==> config.mk <==
export PLATFORM = sky130hd
export DESIGN_NAME = multi_seq_ctrl
export DESIGN_NICKNAME = d
export VERILOG_FILES = /design/src/rtl/multi_seq_ctrl.sv
export SDC_FILE = /design/constraint.sdc
export NUM_CORES = 1
export LEC_CHECK = 0
export CAP_MARGIN = 20
export CORE_AREA = 2 2 39 41
export CTS_CLUSTER_SIZE = 8
export DETAILED_ROUTE_END_ITERATION = 10
export DIE_AREA = 0 0 41 43
export HOLD_SLACK_MARGIN = 0.05
export PLACE_DENSITY_LB_ADDON = 0.3
export SLEW_MARGIN = 20
export SYNTH_ARGS = -nofsm -noshare
export SYNTH_HDL_FRONTEND = slang
export SYNTH_SLANG_ARGS = --single-unit
export TNS_END_PERCENT = 30
==> constraint.sdc <==
create_clock -name CLK -period 1.8 [get_ports CLK]
set_clock_uncertainty 0.1 [all_clocks]
set_input_delay 0.27 -clock CLK [delete_from_list [all_inputs] [get_ports CLK]]
set_output_delay 0.27 -clock CLK [all_outputs]
set_load 0.005 [all_outputs]
==> src/rtl/multi_seq_ctrl.sv <==
// multi_seq_ctrl: sequencing FSM for the shift-add multiplier datapath.
// It owns the bit counter, the start/done handshake and accumulator clear/enable.
// In signed mode it subtracts the MSB partial product.
// Outputs are decoded from the state, counter and latched-mode flops.
// STALL is the one live input that reaches an output: it masks the per-cycle
// strobes (ACC_EN, CTRL_IN_A, CARRY_IN) during a stalled RUN cycle, so the
// datapath never loads a partial product that is being held.
module multi_seq_ctrl #(
   parameter int unsigned WIDTH = 8,
   parameter int unsigned IDXW  = $clog2(WIDTH)
) (
   input  logic            CLK,
   input  logic            RST,
   input  logic            START,
   input  logic            MODE_SIGNED,
   input  logic            STALL,
   output logic            BUSY,
   output logic            DONE,
   output logic            ACC_CLR,
   output logic            ACC_EN,
   output logic [IDXW-1:0] BIT_IDX,
   output logic            CTRL_IN_A,
   output logic            CARRY_IN
);

   localparam logic [IDXW-1:0] LAST_IDX = IDXW'(WIDTH - 1);

   typedef enum logic [1:0] {
      S_IDLE  = 2'd0,
      S_CLEAR = 2'd1,
      S_RUN   = 2'd2,
      S_DONE  = 2'd3
   } state_t;

   state_t          state_q, state_d;
   logic [IDXW-1:0] cnt_q, cnt_d;
   logic            signed_q, signed_d;

   // State, bit counter and latched mode; synchronous reset drops any operation
   always_ff @(posedge CLK) begin
      if (RST) begin
         state_q  <= S_IDLE;
         cnt_q    <= '0;
         signed_q <= 1'b0;
      end else begin
         state_q  <= state_d;
         cnt_q    <= cnt_d;
         signed_q <= signed_d;
      end
   end

   // Next-state logic: START only accepted in IDLE, STALL only honoured in RUN
   always_comb begin
      state_d  = state_q;
      cnt_d    = cnt_q;
      signed_d = signed_q;
      case (state_q)
         S_IDLE: begin
            if (START) begin
               state_d  = S_CLEAR;
               signed_d = MODE_SIGNED;
               cnt_d    = '0;
            end
         end
         S_CLEAR: begin
            state_d = S_RUN;
         end
         S_RUN: begin
            if (!STALL) begin
               if (cnt_q == LAST_IDX) begin
                  state_d = S_DONE;
               end else begin
                  cnt_d = cnt_q + IDXW'(1);
               end
            end
         end
         S_DONE: begin
            state_d = S_IDLE;
         end
         default: begin
            state_d = S_IDLE;
         end
      endcase
   end

   // Output decode; per-cycle strobes are masked while RUN is stalled
   always_comb begin
      BUSY      = 1'b0;
      DONE      = 1'b0;
      ACC_CLR   = 1'b0;
      ACC_EN    = 1'b0;
      BIT_IDX   = '0;
      CTRL_IN_A = 1'b0;
      CARRY_IN  = 1'b0;
      case (state_q)
         S_CLEAR: begin
            BUSY    = 1'b1;
            ACC_CLR = 1'b1;
         end
         S_RUN: begin
            BUSY    = 1'b1;
            BIT_IDX = cnt_q;
            if (!STALL) begin
               ACC_EN = 1'b1;
               // MSB partial product of a signed operand is subtracted
               if (signed_q && (cnt_q == LAST_IDX)) begin
                  CTRL_IN_A = 1'b1;
                  CARRY_IN  = 1'b1;
               end
            end
         end
         S_DONE: begin
            DONE    = 1'b1;
            BIT_IDX = cnt_q;
         end
         default: begin
         end
      endcase
   end

endmodule

==> results of run 1 <==
==> cell usage in the layout (no fill, tap or decap), types with 2 or more instances in the layout <==
cell type        Yosys  final
buf_4                1      5
clkbuf_4             0      3
clkdlybuf4s50_1      0      5
dfxtp_1              6      4
dfxtp_2              0      2
dlygate4sd2_1        0      8
ha_1                 7      4
ha_2                 0      3
inv_1                3      2
mux2i_1              3      3
nand2_1              5      5
nand2b_1             6      6
nand3_1              2      2
nand3b_1             2      2
nor2_1               3      2
nor2b_1              3      2
==> through the flow <==
| step | power, uW | setup slack, ns | hold WS [ns] | setup TNS, ns |
|---|---|---|---|---|
| 2_1_floorplan | 410 | 0.263 | 0.317 | 0 |
| 5_1_grt | 761 | 0.00443 | 0.398 | 0 |
| 6_report | 702 | 0.0474 | 0.357 | 0 |
| 3_5_place_dp | 576 | -0.0797 | 0.352 | -0.159 |
| 3_3_place_gp | 574 | -0.0613 | 0.350 | -0.122 |
| 4_1_cts | 714 | 0.0226 | 0.359 | 0 |
==> sequential cells by signal (all words and copies together) (netlist names) <==
| register | cells |
|---|---|
| cnt_q | 3 |
| signed_q | 1 |
| state_q | 2 |
==> kinds of logic after synthesis <==
logic type	count (synthesis)	synth area share [%]
AOI/OAI and AO/OA	4	8.08
adders and majority gates	7	21.0
DFF	6	28.7
and+or+nand+nor	23	29.6
muxes	3	7.19
buffers and inverters	5	5.39
==> per-layer routing <==
layer  track usage (%)  vias up
li1                  -      201
met1              14.9      170
met2              14.7       11
met3              3.14        2
met4              12.0        0
met5                 0        -
==> synthesized netlist by cell type, drive strengths merged <==
master and number:
ha 7, a21oi 1, mux2i 3, clkbuf 1, nand2 5, nand3 2
inv 3, nand2b 6, a221oi 1, buf 1, nor2b 3, o2111a 1
nand3b 2, and3 1, or3 1, dfxtp 6, nor2 3, o32ai 1
==> cell type report <==
cell class / instances / area [sq um]
fill: 149 / 762
multi-input combinational: 37 / 288
timing repair buffer: 18 / 158
sequential: 6 / 123
clock buffer: 3 / 22.5
tap: 16 / 20.0
inverter: 3 / 11.3
==> worst max-delay path, stage by stage (launching register included) <==
cell and delay [ns]:
dfxtp_2 0.33, buf_4 0.11, ha_1 0.18, clkdlybuf4s50_1 0.51
==> power groups by stage <==
stage / Sequential (uW) / Combinational [uW] / Clock (uW)
final: 187 / 386 / 129
after global routing: 189 / 432 / 140
after CTS: 187 / 392 / 136
after detailed placement: 183 / 393 / 0
after global placement: 183 / 392 / 0
after floorplan: 182 / 228 / 0
==> final timing paths <==
check / slack (ns) / from / end / depth (start not counted)
setup / recovery: 0.05 / state_q[0]$_SDFFE_PP0P_ / DONE / 3
hold / removal: 0.36 / signed_q$_SDFFE_PP0P_ / signed_q$_SDFFE_PP0P_ / 2
setup reg to reg: 0.22 / state_q[1]$_SDFFE_PP0P_ / cnt_q[2]$_SDFFE_PP0P_ / 6
hold reg to reg: 0.36 / signed_q$_SDFFE_PP0P_ / signed_q$_SDFFE_PP0P_ / 2
==> timing repair <==
item	in CTS	in global routing
hold buffers	0	0
gates resized for setup	14	2
pin swaps	1	0
gates cloned	0	0
endpoints found under the hold margin	0	0
buffers inserted	1	0
setup endpoints to repair	8	2
==> metrics, run 1 <==
max cap viols=0; syn_area_per_cell=around 8.7 sq um; final antenna-violating net count=0; H-tree Lvls=1; Synth top area share=between 20 and 30%; # diodes=0; sw frac=~37%; maximum fanout along the worst path=2; largest net degree at the start of global routing=10; final wirelength=between 800 and 900 microns; die footprint=1760 sq um; Residual DRC=0; Hold Vio Cnt, Final=0; Inst Count DP=between 70 and 80; Seq pwr share=about a quarter; Fmax=571 MHz; via/cell ratio=roughly 4.6; register bit count reported by yosys=6; initial antenna violation count=0; DP HPWL=around 660 microns; Finished Core Util=44.9%; Root Driver=clkbuf_4; port bufs=13; met3 WL=between 50 and 60 microns; Die Span X=~41 microns; CP startpoint kind=flop; clock power share=approximately 18%; outcome=complete, no violations; CTS sink cnt=6; Worst slew margin=86.0%; synthesized net count=60; synth unique cells=18; area added between synthesis and finish=48.8%; CTS tree=yes; I/O Pins=14; Critical Path End Type=output pin; Synth area leaders=dfxtp_1, ha_1, nand2b_1; type of the worst setup path=reg -> out; Initial Util=between 30% and 40%; first-pass GRT wire length=~1300 microns; Clock Pin Slew Worst Setup and Hold Paths=0.05 ns; worst vdd ir=0.441 mV; Slew @ Worst Pin=around 0.21 ns; gr usage total=11.8%; post-synthesis cell count=48; Layout Cells excl Fill=between 80 and 90; grt ovf=0; total core area=~1400 sq um; vias in the first global route=approximately 320; CTS Buf Count=3; DP Area=slightly below 600 sq um; Vias=around 380; DR pass1 iterations=2; Final period util=97.4%; Final GP Congestion=about 0.63; sequential share of the synthesized area=about 29%; Power Density=approximately 1100 nW/um^2; NetSw=approximately 260 uW; dominant cell type by area after synthesis=dfxtp_1; DR top layer=met4; DR iter-0 viols=5; row cnt=14; max-slew violation count=0; internal power=approximately 440 uW; CTS Buffer Depth=2; Worst EP arrival=about 1.4 ns; clock latency on the worst-skew pair=roughly 0.25 ns; Logic pwr share=between 50% and 60%; layout cells sized above 1=23.9%; Hold Crit Class=reg -> reg; RSZ-0062 raised after global routing=no; post-route cell area=around 620 sq um; met2 wire length=between 300 and 400 microns; final net count=81; fin crit period=between 1.5 and 2 ns; synthesized area=418 sq um; Worst Path Required=approximately 1.4 ns; warning count from the yosys run=0; WL/cell=approximately 10 microns; Final Setup Violations=0; P_leak=around 0.00029 uW; M1 WL=414 microns; die height=roughly 43 microns
Power figures use the tool's default switching activity.
==> run 2: changes to the inputs <==
--- a/config.mk
+++ b/config.mk
@@ -5,6 +5,7 @@
 export SDC_FILE = /design/constraint.sdc
 export NUM_CORES = 1
 export LEC_CHECK = 0
+export ABC_AREA = 1
 export CAP_MARGIN = 20
 export CORE_AREA = 2 2 39 41
 export CTS_CLUSTER_SIZE = 8
==> metrics, run 2 <==
outcome=complete, no violations; internal power=a little under 500 uW; most frequent cells in the layout=nand2_1, inv_1, nor2_1; Sum Neg Setup Slack=0 ns; clock power share=15.5%; Synth area leaders=dfxtp_1, ha_1, nand2_1; Worst Path Required=approximately 1.4 ns; most frequent cell after synthesis=nand2_1; Hold Crit Class=reg -> reg; Worst EP arrival=1.39 ns; CP startpoint kind=flop; warning count from the yosys run=0; final net count=100; area added between synthesis and finish=43.6%; Residual DRC=0; crit-path cells=buf_4 > ha_2 > clkdlybuf4s50_1; Logic pwr share=60.6%; Vias=between 400 and 500; Critical Path End Type=output pin; Synth top area share=about a quarter; die height=about 43 microns; synthesized net count=between 70 and 80; CP top delay family=buffers and inverters; Worst path depth=3; CP max-delay cell=clkdlybuf4s50_1; fin crit period=1.76 ns; Finished Core Util=~48%; max-slew violation count=0; final antenna-violating net count=0; Post-synth EDFFs=0; Power Density=~1300 nW/um^2; Worst slew margin=slightly below 90%; Worst Reg-to-Reg Cells=9; largest register by flop count=cnt_q; Root Driver=clkbuf_4; commonest non-fill, non-tap cell in the layout=nand2_1; first-pass GRT wire length=1460 microns; port bufs=13; largest net degree at the start of global routing=7; synthesized area=459 sq um; Synth top cells by count=nand2_1, nor2_1, inv_1, ha_1, dfxtp_1; buffers plus inverters on the worst setup path=2; die footprint=between 1500 and 2000 sq um; Final period util=about 98%; DR pass1 iterations=5; max cap viols=0; post-synthesis cell count=between 60 and 70; Fmax=roughly 570 MHz; sw frac=a little over two fifths; Hold WS=roughly 0.37 ns; layout cells sized above 1=about 33%; H-tree Lvls=1; row cnt=14; NetSw=roughly 370 uW; clock latency on the worst-skew pair=around 0.25 ns; sequential share of the synthesized area=a little over a quarter; syn_area_per_cell=6.96 sq um; Synth Flop Type=dfxtp_1; register bit count reported by yosys=6; Die Span X=between 40 and 50 microns; CTS Buf Count=3; synth unique cells=13; Initial Util=roughly 33%; maximum fanout along the worst path=2; DP HPWL=around 770 microns; CTS Hold Buffers Added=0; Top Registers=cnt_q x3, state_q x2, signed_q x1; Seq pwr share=23.9%; Largest register FFs=3; # diodes=0; RSZ-0062 raised after global routing=no; Slew @ Worst Pin=roughly 0.18 ns; total setup buffers inserted after CTS=0; Multi-input gate area=roughly 300 sq um; Clock Pin Slew Worst Setup and Hold Paths=roughly 0.050 ns; FILL cells=between 150 and 200; Final Setup Violations=0; CTS sink cnt=6; crit-path max cell delay=0.50 ns; final wirelength=923 microns; Final GP Congestion=between 0.7 and 0.8; CTS tree=yes; total core area=1380 sq um; initial antenna violation count=0; DR iter-0 viols=3; Hold Vio Cnt, Final=0; gr usage total=approximately 13%; dominant cell type by area after synthesis=dfxtp_1; grt ovf=0; Hold Path Stages=2; WL/cell=roughly 9 microns; FF/Latch Area=around 120 sq um; worst vdd ir=approximately 0.48 mV; ys async rst share=0%; CTS Buffer Depth=2; via/cell ratio=around 4.4; type of the worst setup path=reg -> out; I/O Pins=14; P_leak=~0.00035 uW; vias in the first global route=just under 400
-- run 2: cell count changes after synthesis, sizes merged, moves of 2 or more --
| cell | previous run | this run |
|---|---|---|
| nand3 | 2 | 4 |
| a21oi | 1 | 4 |
| nand2 | 5 | 18 |
| nand2b | 6 | 0 |
| nor2b | 3 | 0 |
| inv | 3 | 12 |
| nand3b | 2 | 0 |
| nor2 | 3 | 14 |
| mux2i | 3 | 0 |
-- run 2: logic make-up (layout without fill, tap and decap cells) --
group	Yosys count	count (layout)	synth area share (%)
buffers and inverters	13	33	11.4
AND/OR/NAND/NOR	36	36	39.0
adder cells (fa/ha/maj)	7	7	19.1
flip-flops	6	6	26.2
AO/OA/AOI/OAI	4	4	4.36
-- run 2: power groups by stage --
stage | clock [uW] | sequential [uW] | combinational, uW
6_report | 133 | 205 | 521
3_3_place_gp | 0 | 203 | 528
2_1_floorplan | 0 | 202 | 348
4_1_cts | 140 | 206 | 527
5_1_grt | 145 | 209 | 583
3_5_place_dp | 0 | 205 | 535
-- run 2: worst reg2reg max path, delay by kind of cell (launching register included) --
kind / cells / cell delay (ns)
and+or+nand+nor: 5 / 0.39
buffers and inverters: 3 / 0.28
adders and majority gates: 1 / 0.24
DFF: 1 / 0.34
-- run 2: area by class of cell --
type | instances | area share, %
Timing Repair Buffer | 18 | 23.0
Sequential cell | 6 | 18.4
Clock buffer | 3 | 3.42
Tap cell | 16 | 3.04
Inverter | 12 | 6.83
Multi-Input combinational cell | 47 | 45.4
-- run 2: final timing paths --
path	end	slack, ns	from
setup / recovery	DONE	0.04	state_q[0]$_SDFFE_PP0P_
hold / removal	signed_q$_SDFFE_PP0P_	0.37	signed_q$_SDFFE_PP0P_
setup reg to reg	cnt_q[1]$_SDFFE_PP0P_	0.34	state_q[0]$_SDFFE_PP0P_
hold reg to reg	signed_q$_SDFFE_PP0P_	0.37	signed_q$_SDFFE_PP0P_
-- run 2: metrics by stage --
stage / setup WS, ns / power, uW / std cells / cell area [sq um]
global route: 0.00206 / 938 / 102 / 659
global placement: -0.0653 / 731 / 99 / 639
finish: 0.0384 / 859 / 102 / 659
floorplan: 0.270 / 550 / 66 / 459
detailed placement: -0.108 / 741 / 99 / 639
CTS: 0.0199 / 873 / 102 / 662
-- run 2: repair_timing --
item	CTS	global route
resized for setup	12	6
endpoints found under the setup margin	7	5
pin swaps	2	1
-- run 2: metal layers --
layer  part of all wire (%)  global-route usage (%)  wire length [microns]  vias to the layer above
met5                      0                       0                      0                        -
met4                    2.9                    12.0                     27                        0
met3                    4.3                    3.14                     40                        2
met2                     50                    19.1                    460                        9
met1                     43                    13.1                    395                      203
li1                       -                       -                      -                      239
==> run 3: changes to the inputs <==
--- a/config.mk
+++ b/config.mk
@@ -6,7 +6,6 @@
 export NUM_CORES = 1
 export LEC_CHECK = 0
 export ABC_AREA = 1
-export CAP_MARGIN = 20
 export CORE_AREA = 2 2 39 41
 export CTS_CLUSTER_SIZE = 8
 export DETAILED_ROUTE_END_ITERATION = 10
==> results of run 3 <==
The final DEF is identical to that of run 2; final timing and power are the same.
